$ cat src/rtl/mem_access_ctrl.sv
// Load/store sequencer between the MIPS32 execute stage and a word-wide handshaked bus.
// Optional MEM_RMW_EN: bus without byte enables; sub-word stores become read-modify-write.
module mem_access_ctrl #(
  parameter int unsigned ACK_TIMEOUT = 255
) (
  input  logic        clk,
  input  logic        rst_n,
  input  logic        memRead_i,
  input  logic        memWrite_i,
  input  logic [1:0]  memDataSize_i,
  input  logic        memBitExt_i,
  input  logic [31:0] addr_i,
  input  logic [31:0] wrData_i,
  output logic [31:0] rdData_o,
  output logic        stall_o,
  output logic        done_o,
  output logic        fault_o,
  output logic        busReq_o,
  output logic        busWe_o,
  output logic [31:0] busAddr_o,
  output logic [31:0] busWData_o,
  output logic [3:0]  busBe_o,
  input  logic [31:0] busRData_i,
  input  logic        busAck_i
);

  typedef enum logic [2:0] {
    S_IDLE,
    S_ACCESS,
`ifdef MEM_RMW_EN
    S_RMW_RD,
    S_RMW_WR,
`endif
    S_DONE
  } state_e;

  localparam logic [7:0] TMO_LAST = 8'(ACK_TIMEOUT - 1);

  state_e      state_q;
  logic [7:0]  cnt_q;
  logic [1:0]  size_q;
  logic [1:0]  lo_q;
  logic        ext_q;
  logic [31:0] rd_data_q;
  logic        done_q;
  logic        fault_q;
  logic        bus_req_q;
  logic        bus_we_q;
  logic [31:0] bus_addr_q;
  logic [31:0] bus_wdata_q;
  logic [3:0]  bus_be_q;
`ifdef MEM_RMW_EN
  logic [31:0] wdata_q;
`endif

  function automatic logic [31:0] lane_place(input logic [1:0] sz, input logic [31:0] d);
    case (sz)
      2'd0:    lane_place = d;
      2'd1:    lane_place = {2{d[15:0]}};
      default: lane_place = {4{d[7:0]}};
    endcase
  endfunction

  function automatic logic [3:0] lane_mask(input logic [1:0] sz, input logic [1:0] lo);
    case (sz)
      2'd0:    lane_mask = 4'hF;
      2'd1:    lane_mask = 4'b0011 << {lo[1], 1'b0};
      default: lane_mask = 4'b0001 << lo;
    endcase
  endfunction

  function automatic logic [31:0] load_extract(input logic [1:0] sz, input logic ext,
                                               input logic [1:0] lo, input logic [31:0] d);
    logic [31:0] s;
    s = d >> {lo, 3'b000};
    case (sz)
      2'd1:    load_extract = ext ? {16'h0, s[15:0]} : {{16{s[15]}}, s[15:0]};
      2'd2:    load_extract = ext ? {24'h0, s[7:0]}  : {{24{s[7]}}, s[7:0]};
      default: load_extract = d;
    endcase
  endfunction

`ifdef MEM_RMW_EN
  function automatic logic [31:0] rmw_merge(input logic [31:0] old_d, input logic [31:0] new_d,
                                            input logic [3:0] be);
    logic [31:0] m;
    for (int i = 0; i < 4; i++) m[8*i +: 8] = be[i] ? new_d[8*i +: 8] : old_d[8*i +: 8];
    return m;
  endfunction
`endif

  logic req;
  logic req_fault;
  assign req       = memRead_i | memWrite_i;
  assign req_fault = (memRead_i & memWrite_i) | (memDataSize_i == 2'd3)
                   | ((memDataSize_i == 2'd1) & addr_i[0])
                   | ((memDataSize_i == 2'd0) & (addr_i[1:0] != 2'b00));

  // The core must freeze in the request cycle itself, before any state has changed.
  assign stall_o = (state_q == S_IDLE) ? req : (state_q != S_DONE);

  // NOTE: all state uses non-blocking assignments so every register updates from pre-edge values.
  always_ff @(posedge clk) begin
    if (!rst_n) begin
      state_q     <= S_IDLE;
      cnt_q       <= '0;
      size_q      <= '0;
      lo_q        <= '0;
      ext_q       <= 1'b0;
      rd_data_q   <= '0;
      done_q      <= 1'b0;
      fault_q     <= 1'b0;
      bus_req_q   <= 1'b0;
      bus_we_q    <= 1'b0;
      bus_addr_q  <= '0;
      bus_wdata_q <= '0;
      bus_be_q    <= '0;
`ifdef MEM_RMW_EN
      wdata_q     <= '0;
`endif
    end else begin
      done_q  <= 1'b0;
      fault_q <= 1'b0;
      case (state_q)
        S_IDLE: begin
          if (req) begin
            size_q <= memDataSize_i;
            lo_q   <= addr_i[1:0];
            ext_q  <= memBitExt_i;
            cnt_q  <= '0;
            if (req_fault) begin
              state_q <= S_DONE;
              done_q  <= 1'b1;
              fault_q <= 1'b1;
            end else begin
              bus_req_q   <= 1'b1;
              bus_addr_q  <= {addr_i[31:2], 2'b00};
              bus_wdata_q <= lane_place(memDataSize_i, wrData_i);
`ifdef MEM_RMW_EN
              wdata_q  <= lane_place(memDataSize_i, wrData_i);
              bus_be_q <= 4'hF;
              if (memWrite_i && memDataSize_i != 2'd0) begin
                state_q  <= S_RMW_RD;
                bus_we_q <= 1'b0;
              end else begin
                state_q  <= S_ACCESS;
                bus_we_q <= memWrite_i;
              end
`else
              bus_be_q <= memWrite_i ? lane_mask(memDataSize_i, addr_i[1:0]) : 4'hF;
              bus_we_q <= memWrite_i;
              state_q  <= S_ACCESS;
`endif
            end
          end
        end
        S_DONE: state_q <= S_IDLE;
        default: begin
          if (busAck_i) begin
            cnt_q <= '0;
`ifdef MEM_RMW_EN
            if (state_q == S_RMW_RD) begin
              state_q     <= S_RMW_WR;
              bus_we_q    <= 1'b1;
              bus_wdata_q <= rmw_merge(busRData_i, wdata_q, lane_mask(size_q, lo_q));
            end else
`endif
            begin
              bus_req_q <= 1'b0;
              state_q   <= S_DONE;
              done_q    <= 1'b1;
              if (!bus_we_q) rd_data_q <= load_extract(size_q, ext_q, lo_q, busRData_i);
            end
          end else if (cnt_q == TMO_LAST) begin
            bus_req_q <= 1'b0;
            cnt_q     <= '0;
            rd_data_q <= '0;
            state_q   <= S_DONE;
            done_q    <= 1'b1;
            fault_q   <= 1'b1;
          end else begin
            cnt_q <= cnt_q + 8'd1;
          end
        end
      endcase
    end
  end

  assign rdData_o   = rd_data_q;
  assign done_o     = done_q;
  assign fault_o    = fault_q;
  assign busReq_o   = bus_req_q;
  assign busWe_o    = bus_we_q;
  assign busAddr_o  = bus_addr_q;
  assign busWData_o = bus_wdata_q;
  assign busBe_o    = bus_be_q;

endmodule

$ cat config.mk
export PLATFORM = sky130hd
export DESIGN_NAME = mem_access_ctrl
export DESIGN_NICKNAME = d
export VERILOG_FILES = /design/src/rtl/mem_access_ctrl.sv
export SDC_FILE = /design/constraint.sdc
export NUM_CORES = 1
export LEC_CHECK = 0
export BUFFER_PORTS_ARGS = -buffer_cell sky130_fd_sc_hd__buf_4
export CAP_MARGIN = 30
export CELL_PAD_IN_SITES_DETAIL_PLACEMENT = 1
export CELL_PAD_IN_SITES_GLOBAL_PLACEMENT = 1
export CORE_ASPECT_RATIO = 1.75
export CORE_UTILIZATION = 39
export DETAILED_ROUTE_END_ITERATION = 10
export PLACE_DENSITY = 0.95
export RECOVER_POWER = 100
export SYNTH_ARGS = -nofsm -noshare
export SYNTH_HDL_FRONTEND = slang
export SYNTH_SLANG_ARGS = --single-unit
export TNS_END_PERCENT = 10
$ cat constraint.sdc
create_clock -name clk -period 4.3 [get_ports clk]
set_input_delay 0.43 -clock clk [delete_from_list [all_inputs] [get_ports clk]]
set_output_delay 0.43 -clock clk [all_outputs]
set_load 0.02 [all_outputs]
After elaboration in Yosys (flattened, before gate mapping)
Index checks and enable logic that the tools add are counted.

Bits in registers: 118. Bits in latches: 0. Input bits: 104. Memories: 0. Word-level logic and storage cells: 81. Output and inout port bits: 105. Bits in read-only memories: 0. Memory bits (writable): 0.

Div/mod/pow operators: 0. Eq/ne operators: 10. Multiplexer cells: 31. Shift-type cells: 3. $mul: 0. Magnitude comparators: 0. Reduce and logical (&&, ||, !) cells: 13. Add/subtract/negate cells: 1. Bitwise logic cells: 10.

Operators by type and width (number): $mux 32 (5); $pmux 32 s2 (2); $shr 32x5->16 (1); $mux 8 (3); $pmux 8 s2 (1); $mux 1 (10); $mux 3 (3); $add 8x1->8 const B (1); $eq 8x8->1 const B (1); $pmux 4 s2 (1); $ne 2x2->1 const B (3); $pmux 1 s2 (3); $pmux 3 s2 (1); $reduce_and 2->1 (3); $reduce_and 3->1 (2); $eq 2x1->1 const B (2); $eq 2x2->1 const B (2); $mux 4 (1); $or 1x1->1 (4); $reduce_and 4->1 (1); $reduce_bool 2->1 (2); $reduce_bool 4->1 (1); $shl 1x2->4 const A (1); $shl 2x2->4 const A (1); other kinds (9) (13).

Depth between registers and ports, before layout
Gate-level depths: netlist of the first run.

Depth in word-level cells: 7. Depth in mapped cells: 8. Gate-level depth less buffers: 6.

Least setup slack after synthesis of the first run
OpenSTA, ideal clock, no wires.

Path type: register to register. Start: reg size_q[0]. End: reg rd_data_q[21], in the netlist rdData_o[21]. Period minus slack after synthesis: 1815 ps. Required time: 4226 ps. Cell stages (with the launch flop): 8. Data arrival time: 1741 ps. Setup time: 74 ps. Path buffers: 2. Setup slack: 2485 ps. Cells stage by stage: dfxtp_1 -> inv_1 -> ha_1 -> or3_1 -> buf_2 -> a311o_1 -> buf_6 -> o21ai_0.

Longest elaborated chain between the ends: 4. Elaborated cells between the ends (all ways): 5. Those cells by class: eq/ne (2); mux (3).

RTL lines: start, declared (line 41) `logic [1:0] size_q;`; start signal, assigned (line 127) `size_q <= memDataSize_i;`; $eq 2x2->1 / $eq 2x1->1 (equally long branches) (line 76) `case (sz)`; $pmux 32 s2 (*) (line 76); $mux 32 (*) (line 172) `if (!bus_we_q) rd_data_q <= load_extract(size_q, ext_q, lo_q, busRData_i);`; $mux 32 (*) (line 159) `if (busAck_i) begin`; end signal, assigned (line 172); end, declared (line 44) `logic [31:0] rd_data_q;`.

Every way passes the cells marked *; elsewhere a longest branch is shown, timed or not. The select of a mux whose other input is x is not followed. A chain may end at the register's enable or synchronous reset.

Worst setup path after layout of the first run
Start: reg state_q[1]. End: reg bus_req_q, in the netlist busReq_o.

Longest elaborated chain between the ends: 3. Elaborated cells between the ends (all ways): 8. Those cells by class: eq/ne (3); mux (1); bitwise (1); reduce/logical (3).

RTL lines: start, declared (line 39) `state_e state_q;`; start signal, assigned (line 105) `state_q <= S_IDLE;`; start signal, assigned (line 132) `state_q <= S_DONE;`; start signal, assigned (line 152) `state_q <= S_ACCESS;`; $logic_not 3->1 / $eq 3x2->1 (equally long branches) (line 124) `case (state_q)`; $ne 2x2->1 (no line), or another cell as far along; $reduce_and 4->1 (no line); end signal, assigned (line 113) `bus_req_q <= 1'b0;`; end signal, assigned (line 136) `bus_req_q <= 1'b1;`; end signal, assigned (line 169) `bus_req_q <= 1'b0;`; end, declared (line 47) `logic bus_req_q;`.

Several ways; a longest one is shown, not always the timed one.

==> reports/qor.txt, run 1 <==
Outcome: finished, violations left
Failing checks: max-capacitance violations
Critical path type: reg2reg
Critical-path cell list: o21bai_1, nor2_1, nand3_1, o22ai_1
First-pass GRT wire length: 33.95 mm
CP max-delay cell: nor2_1
Simple-gate portion of the synthesized area: 0.1539
Ys Warns: 0
R2R Setup Slk: 1050 ps
All-Layer GR Usage: 0.2932
Arrival time worst endpoint: 3550 ps
Clock Power Share: 0.458
Share of cells above drive strength 1: 0.1682
Cts hold-fix bufs: 0
Final Skew: 13.53 ps
DRT Pass-1 Iters: 5
Maximum clock frequency: 307.5 MHz
Largest family of logic cells by synthesized area: compound AO/OA/AOI/OAI gates
Clock sinks: 117
Synth Area per Inst: 8.501 um2
Pins Over Slew Limit: 0
DRT Wirelength: 22.32 mm
# diodes: 0
Worst Setup Start Kind: flop
Largest net degree at the start of global routing: 109
Synth cell types: 51
Buf/Inv on CP: 0
Antenna violations before repair: 0
VDD IR max: 282.0 uV
Final setup TNS: 0 ps
Overall power consumption: 3.518 mW
Grt ovf: 0
1st-iter DRT viols: 215
Initial core utilization: 0.3999
DP HPWL: 15.57 mm
Adder-Cell Fraction of Synth Area: 0.008709
Area of the multi-input gates: 3052 um2
Die area: 15240 um2
Mux contribution to synthesized area: 0.1413
Number of flops mapped to enable cells by yosys: 0
Post-DR wirelength/cell: 21.54 um
Critical Path End Type: flop
Vias: 6029
Cell Rows: 58
Synth Area in Compound Gates: 0.2243
Net Sw Frac: 0.2901
# IOs: 209
Max-cap viol count: 1
CTS tree: done
Clk slew on worst S/H paths: 50 ps
CTS max path bufs: 2
Worst Max-Slew Pin Slew: 1489 ps
Area delta synth->final: 31.44%
Seq/Total Area, Yosys: 0.4076
Clock latency reported for the late side of the worst-skew pair: 410 ps
Final setup violation count: 0
ANT nets after route: 0
Post-CTS Setup Inserts: 0
PwrDens: 465.8 nW/um2
Hold Vio Cnt, Final: 0
Post-cts sizing count: 0
Psw: 1.021 mW
Flops & latches, synth: 117
Tightest Hold Check Type: in2reg
Leak Pwr: 2.967 nW
Register share of total power: 0.354
FF+latch area: 2342 um2
Vias in the first global route: 6503
Placeable Area: 14370 um2
CP top delay family: simple AND/OR/NAND/NOR gates
Tcrit/Tclk final: 0.7563
Final min period: 3252 ps
Die width: 93.76 um
Mean number of vias per cell: 5.819
Synth Area in XOR/XNOR: 0
H-tree depth: 4
Cell-internal power: 2.498 mW
RD Place Congestion: 0.8450
Number of port buffers: 206
DRC viols: 0
Root Driver: clkbuf_16
Chip height: 162.6 um
Post-Synthesis Cells: 676
Crit Path Max Fanout: 25
Ys flop type: dfxtp_1
Slew Limit Headroom: 0.003712
Synth Cell Area: 5747 um2
Total CTS buffers: 17
Final core utilization: 0.5257
Leading area contributor after synthesis: dfxtp_1
WP data required: 4600 ps
Async set-reset flop share out of synthesis: 0
Logic pwr share: 0.188
Slowest stage delay, CP: 1130 ps
RSZ-0062 raised after global routing: false
Nets: 952
Dominant cells by area after synthesis: dfxtp_1, mux2i_1, nand2_1, a31oi_1, a22o_1
Top-area cell type share of the netlist area: 0.4076
Fillers: 1774
## cells in the mapped netlist (17+ instances only)
| cell type | instances |
|---|---|
| clkbuf_1 | 45 |
| a31oi_1 | 45 |
| inv_1 | 21 |
| nor2_1 | 21 |
| a21oi_1 | 22 |
| nand2_1 | 129 |
| dfxtp_1 | 117 |
| o21ai_0 | 35 |
| a22o_1 | 24 |
| a311oi_1 | 17 |
| mux2i_1 | 80 |
## flip-flops by register name, summed over array words and instances (netlist names)
signal      count
rdData_o       32
fault_o         1
size_q          2
state_q         2
cnt_q           8
busReq_o        1
busWData_o     32
ext_q           1
lo_q            2
done_o          1
busBe_o         4
busAddr_o      30
busWe_o         1
## routing by layer
layer / track usage / share of wire / vias to the layer above
li1: - / - / 2762
met1: 0.2797 / 0.34 / 2925
met2: 0.5501 / 0.54 / 272
met3: 0.06349 / 0.060 / 70
met4: 0.1874 / 0.059 / 0
met5: 0 / 0 / -
## per-stage QoR
| stage | instance area, um2 | cells | hold WS, ps | worst slack, ps |
|---|---|---|---|---|
| 2_1_floorplan | 5751 | 677 | 453.0 | 2485 |
| 3_3_place_gp | 7291 | 1005 | 441.9 | 1603 |
| 3_5_place_dp | 7291 | 1005 | 454.8 | 1474 |
| 4_1_cts | 7956 | 1036 | 230.3 | 1575 |
| 5_1_grt | 7553 | 1036 | 242.2 | 780.1 |
| 6_report | 7553 | 1036 | 242.5 | 1048 |
## kinds of logic (layout without fill, tap and decap cells)
family / after synthesis / in the layout
simple gates: 199 / 199
flops: 117 / 117
compound gates: 190 / 190
mux: 81 / 81
fa+ha+maj: 4 / 4
other cells: 1 / 2
buf+inv: 84 / 263
## layout by cell type, fill, tap and decap left out, types with 3 or more instances in the layout
cell / Yosys / routed
a211oi_1: 10 / 10
a21o_1: 4 / 4
a21oi_1: 22 / 22
a22o_1: 24 / 24
a311oi_1: 17 / 17
a31oi_1: 45 / 46
and2_1: 10 / 10
buf_4: 2 / 106
bufinv_16: 0 / 5
clkbuf_1: 45 / 105
clkbuf_16: 0 / 17
clkbuf_8: 0 / 3
clkinv_4: 0 / 3
clkinvlp_4: 0 / 3
dfxtp_1: 117 / 117
ha_1: 4 / 4
inv_1: 21 / 21
mux2i_1: 80 / 80
nand2_1: 129 / 129
nand2b_1: 5 / 5
nand3_1: 8 / 8
nand3b_1: 4 / 4
nor2_1: 21 / 21
nor2b_1: 5 / 5
o21ai_0: 35 / 37
o221ai_1: 8 / 8
o22ai_1: 9 / 9
or3_1: 3 / 3
## worst min-delay path: stages
cell and delay, ps:
buf_4 90, nand2_1 40, o221ai_1 50
## power groups by stage
stage	logic (mW)	clock network, mW	registers, mW
global placement	0.690	0	1.26
global route	0.707	1.67	1.25
finish	0.661	1.61	1.25
CTS	0.729	1.63	1.25
detailed placement	0.715	0	1.27
floorplan	0.321	0	1.34
## area by class of cell
type,count,area share
sequential,117,0.3101
clock buffer,20,0.06179
multi-input combinational,476,0.4040
inverter,21,0.01044
timing repair buffer,211,0.1575
clock inverter,11,0.02634
tap,180,0.02982
## path summary, 6_finish.rpt
path | from | end | cells past startpoint
worst min-delay path | busRData_i[0] | rdData_o[0] | 3
worst min register to register | busAddr_o[10] | busAddr_o[10] | 2
worst max register to register | state_q[1] | busReq_o | 4
worst max-delay path | state_q[1] | busReq_o | 4
Note: power is estimated with default switching activity, not from simulation.
==> run 2: changes to the inputs <==
Settings changed: ABC_AREA set to 1, CORE_UTILIZATION 39 to 30, PLACE_DENSITY 0.95 to 0.88.
Clock period 4.3 ns to 2.9 ns, I/O delays scaled along.
==> reports/qor.txt, run 2 <==
Ys flop type: dfxtp_1
Die width: 103.5 um (+10%)
Net Sw Frac: 0.3341 (+0.04395)
Commonest cells in the synthesized netlist: nand2_1, nor2_1, dfxtp_1
Synth Area per Inst: 6.746 um2 (-21%)
Max-cap viol count: 0 (-1)
1st-iter DRT viols: 144 (-33%)
DRT Pass-1 Iters: 4 (-1)
Crit Path Max Fanout: 39 (+56%)
Top-area cell type share of the netlist area: 0.4334 (+0.02586)
Post-CTS Setup Inserts: 0 (unchanged)
Most frequent cells in the layout: nand2_1, nor2_1, dfxtp_1
Grt ovf: 0 (unchanged)
Mux contribution to synthesized area: 0.02084 (-0.1205)
All-Layer GR Usage: 0.2225 (-0.07067)
Number of flops mapped to enable cells by yosys: 0 (unchanged)
Leading area contributor after synthesis: dfxtp_1
ANT nets after route: 0 (unchanged)
Synth Area in Compound Gates: 0.1725 (-0.05176)
Antenna violations before repair: 0 (unchanged)
Vias in the first global route: 6252 (-3.9%)
Hold Vio Cnt, Final: 0 (unchanged)
Die area: 18570 um2 (+22%)
Most common cell after layout, fill and taps aside: nand2_1
Clock latency reported for the late side of the worst-skew pair: 410 ps (about the same)
Area delta synth->final: 34.50%
Cts hold-fix bufs: 0 (unchanged)
CTS tree: done
Flops & latches, synth: 117 (unchanged)
Slew Limit Headroom: 0.5289 (+0.5252)
WHS: 97.51 ps (-145.0 ps)
Synth Area in XOR/XNOR: 0.004862 (+0.004862)
Worst Max-Slew Pin Slew: 705.0 ps (-783.9 ps)
WP data required: 3250 ps (-1350 ps)
Clk slew on worst S/H paths: 60 ps (about the same)
Post-cts sizing count: 0 (unchanged)
Critical Path End Type: flop
Async set-reset flop share out of synthesis: 0 (unchanged)
Seq/Total Area, Yosys: 0.4334 (+0.02586)
Adder-Cell Fraction of Synth Area: 0.009261 (+0.0005525)
RSZ-0062 raised after global routing: false
Largest net degree at the start of global routing: 75 (-31%)
Clock Power Share: 0.421 (-0.037)
Tcrit/Tclk final: 0.7914
Largest family of logic cells by synthesized area: simple AND/OR/NAND/NOR gates
First-pass GRT wire length: 31.48 mm (-7.3%)
Critical path type: in2reg
Register share of total power: 0.371 (+0.017)
Vias: 6063 (+0.56%)
# diodes: 0 (unchanged)
Initial core utilization: 0.3081 (-0.09180)
Simple-gate portion of the synthesized area: 0.2802 (+0.1262)
Worst Setup Start Kind: input port
Clock sinks: 117 (unchanged)
Total CTS buffers: 17 (unchanged)
Synth Cell Area: 5404 um2 (-6.0%)
Final setup violation count: 0 (unchanged)
Chip height: 179.5 um (+10%)
CTS max path bufs: 2 (unchanged)
Dominant cells by area after synthesis: dfxtp_1, nand2_1, nor2_1, a21oi_1, o21ai_0
Pins Over Slew Limit: 0 (unchanged)
Final Skew: 11.07 ps (-2.465 ps)
Tightest Hold Check Type: in2reg
Nets: 1096 (+15%)
Post-Synthesis Cells: 801 (+18%)
Share of cells above drive strength 1: 0.1568 (-0.01138)
Final setup TNS: 0 ps (unchanged)
Final min period: 2295 ps
Cell Rows: 64 (+10%)
PwrDens: 675.7 nW/um2 (+45%)
Logic pwr share: 0.208 (+0.020)
Psw: 1.641 mW (+61%)
DP HPWL: 14.92 mm (-4.1%)
Synth cell types: 29 (-43%)
Maximum clock frequency: 435.7 MHz
Outcome: complete, no violations
Placeable Area: 17540 um2 (+22%)
Arrival time worst endpoint: 2640 ps (-910 ps)
DRC viols: 0 (unchanged)
RD Place Congestion: 0.8998 (+6.5%)
Fillers: 2297 (+29%)
Root Driver: clkbuf_16
Number of port buffers: 206 (unchanged)
# IOs: 209 (unchanged)
Cell-internal power: 3.271 mW (+31%)
Ys Warns: 0 (unchanged)
Mean number of vias per cell: 4.921 (-15%)
Leak Pwr: 3.257 nW (+9.8%)
Top-count cell post-synth: nand2_1
DRT Wirelength: 20.01 mm (-10%)
H-tree depth: 4 (unchanged)
Post-DR wirelength/cell: 16.24 um (-25%)
VDD IR max: 405.2 uV (+44%)
-- run 2: cells by family after synthesis --
family | count (synthesis)
AOI/OAI and AO/OA | 181
xor gates and xnor gates | 3
adders and majority gates | 4
buffers and inverters | 101
DFF | 117
muxes | 10
other | 1
and+or+nand+nor | 384
-- run 2: worst paths after layout --
check | startpoint | end | slack, ps | cells past startpoint
worst min-delay path | addr_i[15] | busAddr_o[15] | 100 | 3
worst max register to register | lo_q[0] | rdData_o[30] | 760 | 9
worst min register to register | busBe_o[2] | busBe_o[2] | 460 | 2
worst max-delay path | memDataSize_i[1] | busWData_o[27] | 600 | 11
-- run 2: power groups by stage --
stage	clock network (mW)	logic, mW	registers (mW)
after global routing	2.18	1.13	1.84
after floorplan	0	0.513	1.98
final	2.07	1.02	1.82
after global placement	0	1.11	1.85
after CTS	2.12	1.14	1.83
after detailed placement	0	1.13	1.86
-- run 2: metal layers --
layer	share of wire	routed length, um	vias up	GRT usage
li1	-	-	2950	-
met5	0	0	-	0
met1	0.35	7007	2855	0.2164
met2	0.55	10940	209	0.4101
met4	0.044	877	0	0.1194
met3	0.059	1183	49	0.05871
-- run 2: metrics by stage --
| step | util | std cells | total power [mW] | cell area, um2 | setup slack [ps] |
|---|---|---|---|---|---|
| floorplan | - | 802 | 2.497 | 5408 | 1353 |
| CTS | 0.4375 | 1232 | 5.078 | 7672 | 670.0 |
| finish | 0.4145 | 1232 | 4.911 | 7268 | 604.9 |
| global placement | 0.4050 | 1200 | 2.961 | 7103 | 868.4 |
| detailed placement | 0.4050 | 1200 | 2.988 | 7103 | 784.1 |
| global route | 0.4145 | 1232 | 5.147 | 7268 | 288.1 |
-- run 2: area by class of cell --
cell class	instances	area (um2)	area share
Clock buffer	18	429.2	0.05905
Sequential cell	117	2342	0.3223
Inverter	52	195.2	0.02685
Clock inverter	14	140.1	0.01928
Multi-Input combinational cell	584	2628	0.3615
Tap cell	231	289.0	0.03977
Timing Repair Buffer	216	1245	0.1713
-- run 2: critical path, stage by stage --
cell	delay (ps)
buf_4	160
inv_1	390
nand2_1	560
nor2_1	240
nor2_1	70
nand2_1	100
nor2_1	80
inv_1	100
buf_4	380
nor2_1	90
nor2_1	130
